`src/rtl/if_id_queue.sv`:
```
// if_id_queue: prefetch queue between fetch and decode.
// Circular buffer of DEPTH {PC, instruction} pairs with show-ahead head output,
// single-cycle flush, asynchronous active-low reset.
// Optional same-cycle bypass when empty: define IF_ID_QUEUE_BYPASS_EN.
module if_id_queue #(
  parameter int unsigned DEPTH = 4,
  parameter int unsigned WIDTH = 32
) (
  input  logic                     clk,
  input  logic                     rst,
  input  logic                     in_valid,
  input  logic [WIDTH-1:0]         in_pc,
  input  logic [WIDTH-1:0]         in_instruction,
  output logic                     in_ready,
  input  logic                     flush,
  output logic                     out_valid,
  output logic [WIDTH-1:0]         out_pc,
  output logic [WIDTH-1:0]         out_instruction,
  input  logic                     out_ready,
  output logic [$clog2(DEPTH):0]   count
);

  localparam int unsigned AW = $clog2(DEPTH);
  localparam int unsigned CW = AW + 1;

  logic [WIDTH-1:0] pc_mem  [DEPTH];
  logic [WIDTH-1:0] ins_mem [DEPTH];
  logic [AW-1:0]    rd_ptr;
  logic [AW-1:0]    wr_ptr;
  logic [CW-1:0]    cnt;

  logic full;
  logic empty;
  logic push;
  logic pop;
  logic bypass;

  assign full  = (cnt == CW'(DEPTH));
  assign empty = (cnt == '0);
  assign count = cnt;

  // Handshake decode and show-ahead head selection.
  always_comb begin
    in_ready        = ~full;
    bypass          = 1'b0;
    out_valid       = ~empty;
    out_pc          = pc_mem[rd_ptr];
    out_instruction = ins_mem[rd_ptr];
`ifdef IF_ID_QUEUE_BYPASS_EN
    // Empty queue forwards the fetch pair; it is only consumed (not stored)
    // when decode takes it this cycle.
    if (empty) begin
      out_valid       = in_valid & ~flush;
      out_pc          = in_pc;
      out_instruction = in_instruction;
      bypass          = in_valid & out_ready & ~flush;
    end
`endif
    push = in_valid & in_ready & ~flush & ~bypass;
    // Pop is qualified on stored occupancy so a bypassed pair never pops.
    pop  = ~empty & out_ready & ~flush;
  end

  // Storage write; contents are intentionally not reset or cleared on flush.
  always_ff @(posedge clk) begin
    if (push) begin
      pc_mem[wr_ptr]  <= in_pc;
      ins_mem[wr_ptr] <= in_instruction;
    end
  end

  // Pointer and occupancy update; flush overrides any push or pop.
  always_ff @(posedge clk or negedge rst) begin
    if (!rst) begin
      rd_ptr <= '0;
      wr_ptr <= '0;
      cnt    <= '0;
    end else if (flush) begin
      rd_ptr <= '0;
      wr_ptr <= '0;
      cnt    <= '0;
    end else begin
      if (push) wr_ptr <= wr_ptr + AW'(1);
      if (pop)  rd_ptr <= rd_ptr + AW'(1);
      if (push && !pop)      cnt <= cnt + CW'(1);
      else if (pop && !push) cnt <= cnt - CW'(1);
    end
  end

endmodule
```
`config.mk`:
```
export PLATFORM = sky130hd
export DESIGN_NAME = if_id_queue
export DESIGN_NICKNAME = d
export VERILOG_FILES = /design/src/rtl/if_id_queue.sv
export SDC_FILE = /design/constraint.sdc
export NUM_CORES = 1
export LEC_CHECK = 0
export ABC_CLOCK_PERIOD_IN_PS = 3100
export CAP_MARGIN = 20
export CORE_AREA = 2 2 138 140
export DETAILED_ROUTE_END_ITERATION = 16
export DIE_AREA = 0 0 140 142
export PLACE_DENSITY = 0.78
export SLEW_MARGIN = 5
export SYNTH_ARGS = -nofsm -noshare
export SYNTH_HDL_FRONTEND = slang
export SYNTH_SLANG_ARGS = --single-unit
```
`constraint.sdc`:
```
create_clock -name clk -period 3.1 [get_ports clk]
set_input_delay 0.31 -clock clk [delete_from_list [all_inputs] [get_ports clk]]
set_output_delay 0.31 -clock clk [all_outputs]
set_load 0.05 [all_outputs]
```
==> impl_metrics.json <==
{
  "grt_pass1_vias": 4758,
  "rsz0062_at_grt": "no",
  "via_per_inst": 5.64,
  "grt.total_usage_pct": 18.1,
  "syn_area_um2": 9800,
  "dr.pass1.iters": 10,
  "core_area_um2": 18500,
  "io_buffers": 137,
  "initial_core_util_pct": 53.1,
  "period_share_pct": 96.1,
  "met2_length_um": 9280,
  "syn_nets": 469,
  "cts_buffer_depth": 3,
  "layout_common_cells": "edfxtp_1 (256), clkdlybuf4s50_1 (136), mux4_2 (64)",
  "dp.final_hpwl_um": 11100,
  "arrival_ns": 2.67,
  "synth_cells": 395,
  "cap_violations": 0,
  "finClkSkew_ns": 0.0161,
  "drcViolationCount": 6,
  "async_flop_share_pct": 2.66,
  "cp.required_ns": 2.79,
  "grt_overflow": 0,
  "dpl_worst_slack_ns": 0.479,
  "r2r_slack_ns": 0.65,
  "r2r.worst_path.cells": 6,
  "fin_util_pct": 67.1,
  "timing.fmax_mhz": 336,
  "fp.dieH_um": 142,
  "synthFlopType": "edfxtp_1",
  "setup_slack_ns": 0.121,
  "grt_pass1_wl_um": 27400,
  "outcome": "complete, but fails checks",
  "n_fill_cell": 1152,
  "dieArea_um2": 19900,
  "antenna_cells": 0,
  "clockRootBuffer": "clkbuf_16",
  "r2r_start": "count[2]",
  "start_kind": "register",
  "syn_avg_cell_area_um2": 24.8,
  "crit_type": "reg -> out",
  "dp_cells": 764,
  "ys_warn_count": 0,
  "final_common_cell": "edfxtp_1",
  "worst_slew_pin_slew_ns": 0.571,
  "min_period_ns": 2.98,
  "ys_types": 32,
  "yosysSeqAreaShare_pct": 80.2,
  "cts_buffers": 25,
  "antenna_found_initial": 0,
  "setup-tns-final_ns": 0,
  "drv_slew": 0,
  "ant_nets": 0,
  "rows": 50,
  "pwr_density_cell_nw_per_um2": 837,
  "drt_iter0_markers": 329,
  "hp-class": "in -> async",
  "syn2layout_area_growth_pct": 26.3,
  "tritoncts": "built",
  "place_congestion": 0.757,
  "io_pins": 138,
  "clkLatencyLatePin_ns": 0.50,
  "grt_max_degree": 36,
  "num-nets-final": 631,
  "cts.reportedPaths.clkPinSlew_ns": 0.07,
  "routedWlPerCell_um": 22.1,
  "cts.sink_count": 263,
  "synth_seq_cells": 263,
  "synth_edf_count": 256,
  "p_leak_nw": 3.94,
  "finalSetupViolCount": 0,
  "highest_layer": "met4",
  "cp_max_fo": 13,
  "violations": "design-rule violations",
  "wl_met1_um": 7270,
  "rr_endpoint": "count[2]",
  "hold_viol": 0,
  "ir_drop_mv": 0.553,
  "vias": 4559,
  "endpoint_kind": "primary output",
  "place_area_um2": 11600,
  "drive_gt1_share_pct": 22.3,
  "wl_met3_um": 829,
  "slew_headroom_pct": 61.8,
  "die_w_um": 140,
  "drt_wl_total_um": 17900,
  "fin_area_um2": 12400,
  "final_cells": 809,
  "cts.htree.levels": 1
}
[worst max path at each step]
stage,to,from,cells past startpoint
after floorplan,ins_mem[0][0],count[2],4
after global placement,out_pc[4],rd_ptr[0],3
after detailed placement,ins_mem[2][4],in_valid,5
after CTS,out_instruction[2],rd_ptr[0],3
after global routing,out_instruction[25],rd_ptr[0],3
final,out_instruction[2],rd_ptr[0],3
[power by group]
part	internal (W)	switching [W]	leakage [nW]
registers	0.00410	0.000141	2.41
clock network	0.00177	0.00119	0.388
logic	0.00127	0.00188	1.14
[cell usage after synthesis, drive strengths merged (4+ instances only)]
master | n | share of area [%]
edfxtp | 256 | 78
mux4 | 64 | 15
buf | 14 | 1.2
nor2 | 9 | 0.34
dfrtp | 7 | 1.8
inv | 6 | 0.23
and2 | 4 | 0.26
clkbuf | 4 | 0.17
ha | 4 | 0.51
[cell families (layout without fill, tap and decap cells)]
logic type | after synthesis | count (layout) | synth area share (%)
muxes | 68 | 68 | 15.1
adders and majority gates | 5 | 5 | 0.715
buffers and inverters | 24 | 204 | 1.57
DFF | 263 | 263 | 80.2
and+or+nand+nor | 22 | 22 | 1.25
AOI/OAI and AO/OA | 11 | 11 | 0.894
xor gates and xnor gates | 2 | 2 | 0.179
[metrics by stage]
| stage | power (W) | hold slack [ns] |
|---|---|---|
| after floorplan | 0.00652 | 0.0144 |
| after global routing | 0.0107 | 0.0870 |
| after CTS | 0.0105 | 0.0693 |
| final | 0.0104 | 0.0760 |
| after global placement | 0.00746 | 0.572 |
| after detailed placement | 0.00751 | 0.592 |
[layer usage]
| layer | track usage (%) | up-vias |
|---|---|---|
| li1 | - | 2006 |
| met5 | 0 | - |
| met1 | 23.8 | 2389 |
| met4 | 5.90 | 0 |
| met3 | 3.20 | 34 |
| met2 | 31.4 | 130 |
[what timing repair did]
action	CTS	global route
resized for setup	0	1
setup endpoints to repair	0	1
hold buffers	0	0
buffers inserted	0	0
[registers in the layout, summed over array words and instances, names as in the netlist]
register  count
wr_ptr        2
ins_mem     128
pc_mem      128
rd_ptr        2
count         3
[critical path, stage by stage (launching register included)]
cell,delay (ns)
dfrtp_4,0.60
buf_4,0.30
mux4_2,0.53
clkdlybuf4s50_1,0.73
[layout make-up]
cell class | count | area, µm² | share of cell area (%)
Timing Repair Buffer | 153 | 1580 | 12.8
Tap cell | 234 | 293 | 2.37
Clock buffer | 36 | 717 | 5.79
Clock inverter | 9 | 98.8 | 0.799
Multi-Input combinational cell | 108 | 1790 | 14.5
Inverter | 6 | 22.5 | 0.182
Sequential cell | 263 | 7870 | 63.6
(Power assumes the default switching activity.)
